==> config.mk <==
export PLATFORM = sky130hd
export DESIGN_NAME = dmem_bridge
export DESIGN_NICKNAME = d
export VERILOG_FILES = /design/src/rtl/dmem_bridge_pkg.sv /design/src/rtl/dmem_bridge_wdata_fmt.sv /design/src/rtl/dmem_bridge.sv
export SDC_FILE = /design/constraint.sdc
export NUM_CORES = 1
export LEC_CHECK = 0
export BUFFER_PORTS_ARGS = -buffer_cell sky130_fd_sc_hd__buf_2
export CORE_UTILIZATION = 45
export DETAILED_ROUTE_END_ITERATION = 7
export PLACE_DENSITY = 0.8
export SYNTH_ARGS = -nofsm -noshare
export SYNTH_HDL_FRONTEND = slang
export SYNTH_SLANG_ARGS = --single-unit
==> constraint.sdc <==
create_clock -name clk -period 2.1 [get_ports clk]
set_input_delay 0.21 -clock clk [delete_from_list [all_inputs] [get_ports clk]]
set_output_delay 0.21 -clock clk [all_outputs]
set_load 0.02 [all_outputs]
==> src/rtl/dmem_bridge_pkg.sv <==
// dmem_bridge_pkg: shared request types, bus FSM states and lane-fill helper
package dmem_bridge_pkg;

    typedef enum logic [1:0] {
        MSIZE_B = 2'd0,
        MSIZE_H = 2'd1,
        MSIZE_W = 2'd2
    } msize_t;

    typedef struct packed {
        logic        en;
        logic [31:0] addr;
        msize_t      size;
    } m_r_t;

    typedef struct packed {
        logic        en;
        logic [31:0] addr;
        msize_t      size;
        logic [31:0] data;
    } m_w_t;

    typedef enum logic [1:0] {
        S_IDLE,
        S_ADDR,
        S_DATA,
        S_DONE
    } dbus_state_t;

    localparam logic [31:0] PHYS_MASK_DEF = 32'h1FFF_FFFF;

    // Copy the low byte/half into every lane so the bus can use byte enables freely
    function automatic logic [31:0] lane_fill(input msize_t size, input logic [31:0] data);
        return size == MSIZE_B ? {4{data[7:0]}} :
               size == MSIZE_H ? {2{data[15:0]}} : data;
    endfunction

endpackage

==> src/rtl/dmem_bridge_wdata_fmt.sv <==
// dmem_bridge_wdata_fmt: size-based store lane replication
module dmem_bridge_wdata_fmt
    import dmem_bridge_pkg::*;
#(
    parameter bit REPLICATE = 1'b1
) (
    input  msize_t      size,
    input  logic [31:0] data,
    output logic [31:0] wdata
);

    // Replicate narrow stores across lanes, or pass through when disabled
    always_comb wdata = REPLICATE ? lane_fill(size, data) : data;

endmodule

==> src/rtl/dmem_bridge.sv <==
// dmem_bridge: turns MEM-stage load/store requests into single SRAM-like bus transactions
module dmem_bridge
    import dmem_bridge_pkg::*;
#(
    parameter logic [31:0] PHYS_MASK = PHYS_MASK_DEF,
    parameter bit          REPLICATE = 1'b1
) (
    input  logic        clk,
    input  logic        resetn,
    input  m_r_t        mread,
    input  m_w_t        mwrite,
    output logic [31:0] rd,
    output logic        stall,
    output logic        data_req,
    output logic        data_wr,
    output logic [1:0]  data_size,
    output logic [31:0] data_addr,
    output logic [31:0] data_wdata,
    input  logic        data_addr_ok,
    input  logic        data_data_ok,
    input  logic [31:0] data_rdata
);

    dbus_state_t state;
    logic        new_req;
    msize_t      req_size;
    logic [31:0] req_addr;
    logic [31:0] fmt_wdata;

    dmem_bridge_wdata_fmt #(.REPLICATE(REPLICATE)) u_fmt (
        .size  (mwrite.size),
        .data  (mwrite.data),
        .wdata (fmt_wdata)
    );

    // Pick the winning request (store over load) and stall from the same cycle it appears
    always_comb begin
        new_req  = mread.en | mwrite.en;
        req_size = mwrite.en ? mwrite.size : mread.size;
        req_addr = mwrite.en ? mwrite.addr : mread.addr;
        stall    = (state == S_ADDR) | (state == S_DATA) | ((state == S_IDLE) & new_req);
    end

    // Bus FSM: latch request in IDLE, hold it stable until addr_ok, wait data_ok, release for one cycle
    always_ff @(posedge clk) begin
        if (!resetn) begin
            state      <= S_IDLE;
            data_req   <= 1'b0;
            data_wr    <= 1'b0;
            data_size  <= 2'd0;
            data_addr  <= 32'd0;
            data_wdata <= 32'd0;
            rd         <= 32'd0;
        end else begin
            case (state)
                S_IDLE: if (new_req) begin
                    state      <= S_ADDR;
                    data_req   <= 1'b1;
                    data_wr    <= mwrite.en;
                    data_size  <= req_size;
                    data_addr  <= req_addr & PHYS_MASK;
                    data_wdata <= fmt_wdata;
                end
                S_ADDR: if (data_addr_ok) begin
                    data_req <= 1'b0;
                    state    <= data_data_ok ? S_DONE : S_DATA;
                    if (data_data_ok && !data_wr) rd <= data_rdata;
                end
                S_DATA: if (data_data_ok) begin
                    state <= S_DONE;
                    if (!data_wr) rd <= data_rdata;
                end
                default: state <= S_IDLE;
            endcase
        end
    end

endmodule

==> flow_summary.yaml <==
run_status:
  run_status: "finished clean"
clock_network:
  post_cts_hold_buffer_count: 0
  cts_repair_resize_count: 0
  worst_skew_pair_later_pin_latency_ns: 0.35
  cts_root_buf: "clkbuf_8"
  h_tree_depth_reported_by_cts: 3
  cts_inserted_buffers: 9
  post-cts-setup-buffers: 0
  cts-root-to-sink-buffers: 2
  cts_tree: "built"
  clock_sinks: 99
  clk_slew_on_worst_s_h_paths_ns: 0.11
routing:
  drtAntennaViolNets: 0
  total_length_of_routed_met2_wires_mm: 5.43
  drc_errors: 0
  via_per_inst: 5.00
  wire_per_inst_um: 14.3
  drt_pre_antenna_iters: 4
  vias: 4072
  drt_iter0_drc: 141
  m1WireLength_mm: 5.05
  detailroute.wirelength.met3_mm: 1.06
  routed_wirelength_mm: 11.7
  routed.top_layer: "met4"
logic_synthesis:
  synth-seq-cells: 99
  synthArstFlopShare_pct: 0
  post_synth.cell_area_avg_um2: 9.30
  synth-warning-count: 0
  yosys.area.top_type: "dfxtp_1"
  netlist_top_cells_area: "dfxtp_1 45%, mux2i_1 17%, nand2_1 11%, o211a_1 8.8%, o21ai_0 2.8%"
  yosysTopAreaCellShare_pct: 44.9
  synth_cells: 475
  ys_types: 29
  synth_enable_flop_cells: 0
  synthesis.area_mm2: 0.00442
  synth.yosys.seq_area_share_pct: 44.9
  postSynth.topFlopCell: "dfxtp_1"
worst_setup_path:
  cp-startpoint: "state[0]$_SDFFE_PN0P_"
  cpPeakStageDelay_ns: 0.40
  critical_path_class: "flop to output pin"
  required_ns: 1.89
  worst_ep_arrival_time_ns: 1.64
  setup.worst_path.end_class: "output pin"
  maximum_fanout_count_along_the_critical_path: 9
  start_kind: "flop"
  timing.critical_path.cells: "inv_1 > ha_1 > o21ai_1 > buf_4 > nand2b_1 > buf_2"
  worst_path_max_delay_cell: "dfxtp_1"
  critical_r2r_launch: "state[1]$_SDFFE_PN0P_"
floorplanning:
  core_area_mm2: 0.00937
  width_of_the_die_um: 101
  floorplan.die.height_um: 101
  placementRows: 35
  ioPinCount: 239
  die-area_mm2: 0.0102
  initial_core_utilization_pct: 47.1
timing:
  hold_viol_final: 0
  finalSetupTns_ns: 0
  final_critical_path_share_of_the_clock_period_pct: 88.1
  fin_worst_skew_ns: 0.0222
  worst_slack_ns: 0.250
  slew-limit-headroom_pct: 59.4
  maxSlewViolCount: 0
  rsz0062_at_grt: "false"
  worst-slew-pin-transition_ns: 0.609
  finalSetupViolations: 0
  layout_min_cycle_time_ns: 1.85
  timing.fmax_mhz: 540
global_routing:
  globalRoute.totalOverflow: 0
  antenna_found_initial: 0
  globalRouteTotalUtil_pct: 22.5
  first_global_vias: 3868
  largest_net_degree_at_the_start_of_global_routing: 65
  grt_first_pass_wirelength_mm: 18.2
power:
  pwr-share-clk_pct: 19.4
  net_switching_power_of_the_design_w: 0.00260
  power.sequential.fraction_pct: 40.2
  combinationalPowerShare_pct: 40.5
  power.share.switching_pct: 39.1
  irDropWorstVdd_v: 0.000598
  cellPowerDensity_mw_per_mm2: 1140
  power_report.internal_total_w: 0.00405
  p_leak_nw: 3.20
final_layout:
  area_used_by_multi_input_combinational_logic_mm2: 0.00220
  finalInstanceArea_mm2: 0.00584
  final_cell_mix: "228 x buf_2, 133 x nand2_1, 99 x dfxtp_1"
  syn2layout_area_growth_pct: 32.2
  finalNetCount: 823
  antenna_fix_cells: 0
  end_of_flow_core_utilization_pct: 62.3
  post_route_cells_drive_above_1_share_pct: 37.3
  layout.filler_cells: 823
  mostFrequentLayoutCell: "buf_2"
  regArea_mm2: 0.00198
place:
  place.port_buffers: 229
  globalplace.congestion: 0.830
  placedInstanceArea_mm2: 0.00563
  preCtsSetupSlack_ns: 0.397
  place.detailed.hpwl_mm: 8.65
flow_run:
  max-cap-violations: 0
min_path:
  min_path_type: "primary input to flop"
  worstHoldStart: "data_rdata[13]"
synthesized netlist by cell type, types with 2 or more instances:
master,count
nand2_1,133
dfxtp_1,99
mux2i_1,73
o211a_1,39
o21ai_0,25
buf_2,19
clkbuf_1,17
a31oi_1,16
a21oi_1,9
and3b_1,8
a21boi_0,7
ha_1,4
inv_1,4
buf_4,3
buf_8,3
nand3b_1,2
nor2_1,2
stage by stage:
step,hold WS (ns),power (W),std cells
detailed placement,0.446,0.00541,799
global placement,0.439,0.00532,799
floorplan,0.345,0.00450,477
CTS,0.0724,0.00670,815
global route,0.0642,0.00706,815
finish,0.0888,0.00665,815
registers in the layout (all words and copies together), names as in the netlist:
| signal | count |
|---|---|
| state | 2 |
| rd | 32 |
| data_wr | 1 |
| data_wdata | 32 |
| data_size | 2 |
| data_req | 1 |
| data_addr | 29 |
cell families after synthesis:
| group | count (synthesis) | synth area share, % |
|---|---|---|
| and+or+nand+nor | 148 | 14.0 |
| other | 1 | 0.0849 |
| buffers and inverters | 47 | 5.72 |
| muxes | 73 | 16.5 |
| AOI/OAI and AO/OA | 103 | 17.7 |
| adders and majority gates | 4 | 1.13 |
| DFF | 99 | 44.9 |
power groups by stage:
stage	clock network [W]	logic, W	registers (W)
2_1_floorplan	0	0.00116	0.00334
3_3_place_gp	0	0.00264	0.00268
3_5_place_dp	0	0.00270	0.00271
4_1_cts	0.00133	0.00271	0.00267
5_1_grt	0.00141	0.00292	0.00273
6_report	0.00129	0.00269	0.00267
cell type report:
cell class | count | share of cell area (%)
clock inverters | 5 | 0.985
well taps | 129 | 2.76
inverters | 4 | 0.257
clock buffers | 11 | 2.59
repair buffers | 236 | 21.8
multi-input cells | 331 | 37.6
flip-flops and latches | 99 | 33.9
final timing paths:
check	slack [ns]	depth (start not counted)	end
worst max-delay path	0.25	6	stall
worst min-delay path	0.09	3	rd[13]$_SDFFE_PN0P_
worst max register to register	0.37	6	rd[18]$_SDFFE_PN0P_
worst min register to register	0.46	2	data_wdata[3]$_SDFFE_PN0P_
worst max-delay path, delay by kind of cell (launching register included):
kind,cells,cell delay [ns]
buffers and inverters,3,0.42
flip-flops,1,0.40
adder cells (fa/ha/maj),1,0.29
AO/OA/AOI/OAI,1,0.11
AND/OR/NAND/NOR,1,0.07
per-layer routing:
layer	vias up	GRT usage, %
li1	2045	-
met1	1840	27.3
met2	177	37.6
met3	10	7.84
met4	0	6.13
met5	-	0
(Power assumes the default switching activity.)
